==> src/rtl/ahb_dma_ch_scheduler.sv <==
`default_nettype none
// ============================================================================
// Module      : ahb_dma_ch_scheduler
// Description : AHB DMA channel scheduler. Per-channel request counting,
//               priority and round-robin selection, valid/ready grant and
//               per-chunk ack.
// Revision    : 1.0 - initial release
// ============================================================================
module ahb_dma_ch_scheduler #(
    parameter int NUM_CH   = 16,
    parameter int PRI_BITS = 2,
    parameter int PEND_W   = 4,
    parameter bit RR_EN    = 1'b1,
    localparam int CH_W    = $clog2(NUM_CH)
) (
    input  logic                       clk_i,
    input  logic                       rst_i,
    input  logic [NUM_CH-1:0]          ch_en_i,
    input  logic [NUM_CH*PRI_BITS-1:0] ch_pri_i,
    input  logic [NUM_CH-1:0]          req_i,
    input  logic [NUM_CH-1:0]          sw_start_i,
    input  logic [NUM_CH-1:0]          ovf_clr_i,
    output logic                       grant_valid_o,
    output logic [CH_W-1:0]            grant_ch_o,
    input  logic                       eng_ready_i,
    input  logic                       eng_done_i,
    output logic [NUM_CH-1:0]          ack_o,
    output logic [NUM_CH-1:0]          pend_ovf_o,
    output logic                       busy_o
);

    localparam logic [PEND_W-1:0] c_cnt_max  = {PEND_W{1'b1}};
    localparam logic [1:0]        c_s_idle   = 2'd0;
    localparam logic [1:0]        c_s_grant  = 2'd1;
    localparam logic [1:0]        c_s_active = 2'd2;

    logic [1:0]          r_state;
    logic                r_grant_valid;
    logic                r_busy;
    logic [CH_W-1:0]     r_grant_ch;
    logic [CH_W-1:0]     r_last;
    logic [NUM_CH-1:0]   r_ack;
    logic [NUM_CH-1:0]   r_req_q;

    logic [NUM_CH-1:0]   w_inc;
    logic [NUM_CH-1:0]   w_dec;
    logic [NUM_CH-1:0]   w_cnt_nz;
    logic [NUM_CH-1:0]   w_elig;
    logic [NUM_CH-1:0]   w_cand;
    logic [PRI_BITS-1:0] w_max_pri;
    logic [CH_W-1:0]     w_winner;
    logic                w_found;
    int                  w_idx;

    always_ff @(posedge clk_i or negedge rst_i) begin
        if (!rst_i) begin
            r_req_q <= '0;
        end else begin
            r_req_q <= req_i;
        end
    end

    always_comb begin
        w_inc = ((req_i & ~r_req_q) | sw_start_i) & ch_en_i;
        w_dec = '0;
        if (r_state == c_s_active && eng_done_i) begin
            w_dec[r_grant_ch] = ch_en_i[r_grant_ch];
        end
    end

    // Per-channel pending counter and sticky overflow flag
    for (genvar n = 0; n < NUM_CH; n++) begin : g_ch
        logic [PEND_W-1:0] r_cnt;
        logic              r_ovf;
        logic              w_at_max;

        assign w_at_max      = (r_cnt == c_cnt_max);
        assign w_cnt_nz[n]   = |r_cnt;
        assign pend_ovf_o[n] = r_ovf;

        always_ff @(posedge clk_i or negedge rst_i) begin
            if (!rst_i) begin
                r_cnt <= '0;
                r_ovf <= 1'b0;
            end else begin
                if (!ch_en_i[n]) begin
                    r_cnt <= '0;
                end else if (w_inc[n] && !w_dec[n]) begin
                    if (!w_at_max) begin
                        r_cnt <= r_cnt + 1'b1;
                    end
                end else if (w_dec[n] && !w_inc[n] && (r_cnt != '0)) begin
                    r_cnt <= r_cnt - 1'b1;
                end

                if (w_inc[n] && !w_dec[n] && w_at_max) begin
                    r_ovf <= 1'b1;
                end else if (ovf_clr_i[n]) begin
                    r_ovf <= 1'b0;
                end
            end
        end
    end

    always_comb begin
        for (int n = 0; n < NUM_CH; n++) begin
            w_elig[n] = ch_en_i[n] && w_cnt_nz[n] &&
                        !((r_state != c_s_idle) && (r_grant_ch == CH_W'(n)));
        end
    end

    always_comb begin
        w_max_pri = '0;
        for (int n = 0; n < NUM_CH; n++) begin
            if (w_elig[n] && (ch_pri_i[n*PRI_BITS +: PRI_BITS] > w_max_pri)) begin
                w_max_pri = ch_pri_i[n*PRI_BITS +: PRI_BITS];
            end
        end
        for (int n = 0; n < NUM_CH; n++) begin
            w_cand[n] = w_elig[n] && (ch_pri_i[n*PRI_BITS +: PRI_BITS] == w_max_pri);
        end
    end

    // Scan starts just after the last-granted channel (RR) or at channel 0
    always_comb begin
        w_winner = '0;
        w_found  = 1'b0;
        w_idx    = 0;
        for (int k = 1; k <= NUM_CH; k++) begin
            if (RR_EN) begin
                w_idx = int'(r_last) + k;
                if (w_idx >= NUM_CH) begin
                    w_idx = w_idx - NUM_CH;
                end
            end else begin
                w_idx = k - 1;
            end
            if (!w_found && w_cand[w_idx]) begin
                w_winner = CH_W'(w_idx);
                w_found  = 1'b1;
            end
        end
    end

    always_ff @(posedge clk_i or negedge rst_i) begin
        if (!rst_i) begin
            r_state       <= c_s_idle;
            r_grant_valid <= 1'b0;
            r_busy        <= 1'b0;
            r_grant_ch    <= '0;
            r_last        <= CH_W'(NUM_CH - 1);
            r_ack         <= '0;
        end else begin
            r_ack <= '0;
            case (r_state)
                c_s_idle: begin
                    if (w_found) begin
                        r_grant_ch    <= w_winner;
                        r_grant_valid <= 1'b1;
                        r_busy        <= 1'b1;
                        r_state       <= c_s_grant;
                    end
                end
                c_s_grant: begin
                    if (!ch_en_i[r_grant_ch]) begin
                        r_grant_valid <= 1'b0;
                        r_busy        <= 1'b0;
                        r_state       <= c_s_idle;
                    end else if (eng_ready_i) begin
                        r_grant_valid <= 1'b0;
                        r_last        <= r_grant_ch;
                        r_state       <= c_s_active;
                    end
                end
                c_s_active: begin
                    if (eng_done_i) begin
                        r_ack   <= w_dec;
                        r_busy  <= 1'b0;
                        r_state <= c_s_idle;
                    end
                end
                default: begin
                    r_grant_valid <= 1'b0;
                    r_busy        <= 1'b0;
                    r_state       <= c_s_idle;
                end
            endcase
        end
    end

    assign grant_valid_o = r_grant_valid;
    assign grant_ch_o    = r_grant_ch;
    assign ack_o         = r_ack;
    assign busy_o        = r_busy;

endmodule
`default_nettype wire

==> config.mk <==
export PLATFORM = sky130hd
export DESIGN_NAME = ahb_dma_ch_scheduler
export DESIGN_NICKNAME = d
export VERILOG_FILES = /design/src/rtl/ahb_dma_ch_scheduler.sv
export SDC_FILE = /design/constraint.sdc
export NUM_CORES = 1
export LEC_CHECK = 0
export CORE_UTILIZATION = 30
export CTS_BUF_LIST = sky130_fd_sc_hd__clkbuf_4
export CTS_CLUSTER_DIAMETER = 80
export CTS_CLUSTER_SIZE = 8
export DETAILED_ROUTE_END_ITERATION = 16
export DONT_BUFFER_PORTS = 1
export GPL_TIMING_DRIVEN = 0
export SYNTH_ARGS = -nofsm -noshare
export SYNTH_HDL_FRONTEND = slang
export SYNTH_SLANG_ARGS = --single-unit
==> constraint.sdc <==
create_clock -name clk_i -period 21.7 [get_ports clk_i]
set_input_delay 3.255 -clock clk_i [delete_from_list [all_inputs] [get_ports clk_i]]
set_output_delay 3.255 -clock clk_i [all_outputs]
set_load 0.05 [all_outputs]
==> run summary <==
failing checks -> setup timing
Final Max Tran Viols -> 0
Logic pwr share -> 0.824
Clk network pwr share -> 0.062
Yosys reg bits -> 124
DR vias -> 12341
port bufs -> 0
First DRT Iteration DRCs -> 1068
Initial Util -> 0.304
WL final -> 43.4 mm
multiplexer area fraction after synthesis -> 0.0651
Min Hold Slack -> 535 ps
most used cell, CP -> ha_1
switch share -> 0.518
Synth Instances -> 1431
Max VDD drop -> 0.142 mV
Global Route Usage Sum -> 0.201
RSZ-0062 raised after global routing -> yes
sequential share of power -> 0.115
largest net degree at the start of global routing -> 125
PD cells -> 199 mW/mm2
area leader, netlist -> dfrtp_1
number of max-cap violations -> 0
adder-cell share of the synthesized area -> 0.0858
drc violations -> 0
worst min path class -> reg2reg
placer congestion estimate -> 0.939
critical path capture point type -> flop
Root Driver -> clkbuf_4
number of core rows -> 73
status -> complete, but fails checks
crit share post-route -> 1.01
async set-reset flop share out of synthesis -> 1.00
vias per cell -> 5.77
CTS clk-pin slew, worst paths -> 130 ps
clk_lat worst skew -> 600 ps
minimum clock period -> 21980 ps
Synth Area in Simple Gates -> 0.222
remaining global-route overflow -> 0
core area -> 0.0396 mm2
Worst Setup Path Type -> in2reg
Fin. Hold Viols -> 0
CTS Buf Count -> 17
synth top area cells -> dfrtp_1, ha_1, nand2_1, xnor2_1, nor2_1
crit path launch type -> input pin
Antenna Nets Post-Route -> 0
Yosys cell types -> 103
critical path arrival -> 22510 ps
num ports -> 138
Pleak -> 6.56 nW
sequential area share after synthesis -> 0.258
CTS H-Tree Depth -> 4
clk sinks -> 124
Synth Area in Compound Gates -> 0.260
Net Sw Power -> 0.00160 W
Req. time, crit path -> 22230 ps
EDFF count, synth -> 0
Crit-path slowest cell -> mux4_2
setup ws final -> -278 ps
Avg WL per Cell -> 20.3 um
Final setup viols -> 7
antenna violations before repair -> 2
syn_nets -> 1604
drt first pass iters -> 5
chip width -> 202 um
Max FO, Critical Path -> 7
Int Pwr -> 0.00149 W
FMAX -> 0.0455 GHz
dpl cells -> 1956
Final nets -> 1772
Mapped Avg Cell Area -> 8.41 um2
slew margin rel. -> 0.0899
P&R area growth vs syn -> 29.1%
die area -> 0.0409 mm2
Post-synth top flop -> dfrtp_1
fillers -> 3927
yosys warns -> 0
clock tree buffer depth -> 2
layout cells sized above 1 -> 0.284
Final Non-Filler Cells -> 2140
Cell Area, Synth -> 0.0120 mm2
Die Y-Extent -> 202 um
vias in the first global route -> 11697
Post-Synth XOR/XNOR Area -> 0.0567
DP HPWL -> 31.0 mm
first-pass GRT wire length -> 64.7 mm
Tightest Pin Transition -> 1350 ps
Critical Path Max Stage Delay -> 520 ps
CTS tree -> built
largest family of logic cells by synthesized area -> compound AO/OA/AOI/OAI gates
final setup skew -> 27.7 ps
Yosys top cell area share -> 0.249
[cell families (layout without fill, tap and decap cells)]
family,after synthesis,after routing
simple gates,530,530
compound gates,432,432
buf+inv,138,319
flops,124,124
xor+xnor,78,78
fa+ha+maj,73,73
mux,56,56
other cells,0,3
[stage by stage]
stage / area [um2] / total power, W / setup slack [ps] / utilization / TNS, ps
2_1_floorplan: 12100 / 0.00164 / 9.25 / - / 0
3_3_place_gp: 12800 / 0.00202 / -2510 / 0.323 / -16210
3_5_place_dp: 12800 / 0.00204 / -2880 / 0.323 / -18670
4_1_cts: 14400 / 0.00264 / -166 / 0.364 / -671
5_1_grt: 15500 / 0.00326 / -962 / 0.392 / -6280
6_report: 15500 / 0.00309 / -278 / 0.392 / -1150
[layer usage]
metal	part of all wire	wire [um]	global-route usage	up-vias
met5	0	0	0	-
met4	0.039	1690	0.0865	0
met3	0.093	4030	0.0597	121
met2	0.46	20000	0.321	549
met1	0.41	17700	0.251	6000
li1	-	-	-	5671
[area by class of cell]
class	count	area (um2)	area share
Clock buffer	17	128	0.00821
Inverter	81	319	0.0205
Clock inverter	15	201	0.0130
Timing Repair Buffer	151	1210	0.0781
Sequential cell	124	3110	0.200
Buffer	55	353	0.0227
Antenna cell	3	7.51	0.000483
Multi-Input combinational cell	1169	9560	0.615
Tap cell	525	657	0.0423
[worst paths after layout]
kind                                              startpoint  slack [ps]  cells past startpoint                      endpoint
worst max-delay path                              ch_en_i[0]        -280                    112     grant_ch_o[3]$_DFFE_PN0P_
worst min-delay path            g_ch[7].r_cnt[3]$_DFFE_PN0P_         540                      1  g_ch[7].r_cnt[3]$_DFFE_PN0P_
worst min register to register  g_ch[7].r_cnt[3]$_DFFE_PN0P_         540                      1  g_ch[7].r_cnt[3]$_DFFE_PN0P_
max in group asynchronous                              rst_i       19090                      0         r_last[2]$_DFFE_PN1P_
min in group asynchronous                              rst_i        2340                      0  g_ch[8].r_cnt[1]$_DFFE_PN0P_
worst max register to register        r_state[1]$_DFFE_PN0P_        1140                    113     grant_ch_o[3]$_DFFE_PN0P_
[repair_timing]
item,in CTS,in global routing
gates cloned,0,1
hold endpoints to repair,0,0
setup endpoints to repair,7,7
pin swaps,90,120
gates resized for setup,129,147
hold buffers,0,0
buffers inserted,104,51
[synthesized netlist by cell type (7+ instances only)]
library cell and number:
a211o_1 7, a211oi_1 14, a21o_1 37, a21oi_1 76, a221oi_2 9, a22o_1 7
a31oi_1 7, and2_1 27, and3_1 7, buf_4 18, clkbuf_1 26, dfrtp_1 120
fa_1 16, ha_1 57, inv_1 79, mux2_2 11, mux2i_1 25, mux4_2 16
nand2_1 157, nand2b_1 18, nand3_1 44, nand4_1 20, nor2_1 107, nor2b_1 20
nor3_1 46, nor4_1 14, o2111ai_1 10, o211a_1 13, o211ai_1 17, o21ai_0 80
o21ai_1 9, o22ai_1 30, o311a_1 7, o31ai_1 16, or2_1 10, or2_2 17
or3_1 9, or4_1 12, xnor2_1 48, xor2_1 30
[cells in the final DEF (no fill, tap or decap), drive strengths merged, types with 15 or more instances in the layout]
master / netlist / layout
buf: 31 / 182
nand2: 157 / 157
dfrtp: 120 / 120
nor2: 108 / 108
inv: 81 / 89
o21ai: 89 / 89
a21oi: 78 / 78
ha: 57 / 57
xnor2: 48 / 48
nor3: 46 / 46
nand3: 44 / 44
clkbuf: 26 / 41
a21o: 39 / 39
xor2: 30 / 30
o22ai: 30 / 30
and2: 29 / 29
or2: 27 / 27
mux2i: 25 / 25
nand4: 23 / 23
nor2b: 20 / 20
nand2b: 19 / 19
o211ai: 17 / 17
nor4: 17 / 17
mux4: 16 / 16
fa: 16 / 16
o31ai: 16 / 16
mux2: 15 / 15
[flip-flops by register name (all words and copies together), names as in the netlist]
name,count
r_last,4
g_ch.r_cnt,64
grant_ch_o,4
ack_o,16
r_req_q,16
g_ch.r_ovf,16
busy_o,1
grant_valid_o,1
r_state,2
[power groups by stage]
stage | logic (W) | clock network, W | registers (W)
after floorplan | 0.00130 | 0 | 0.000339
after global placement | 0.00166 | 0 | 0.000356
after detailed placement | 0.00168 | 0 | 0.000357
after CTS | 0.00209 | 0.000199 | 0.000353
after global routing | 0.00269 | 0.000206 | 0.000362
final | 0.00255 | 0.000191 | 0.000354
[worst max-delay path, delay by kind of cell]
family / cells / cell delay [ps]
compound gates: 42 / 7480
simple gates: 40 / 5030
fa+ha+maj: 15 / 4020
mux: 4 / 1440
buf+inv: 11 / 1270
Note: power is estimated with default switching activity, not from simulation.
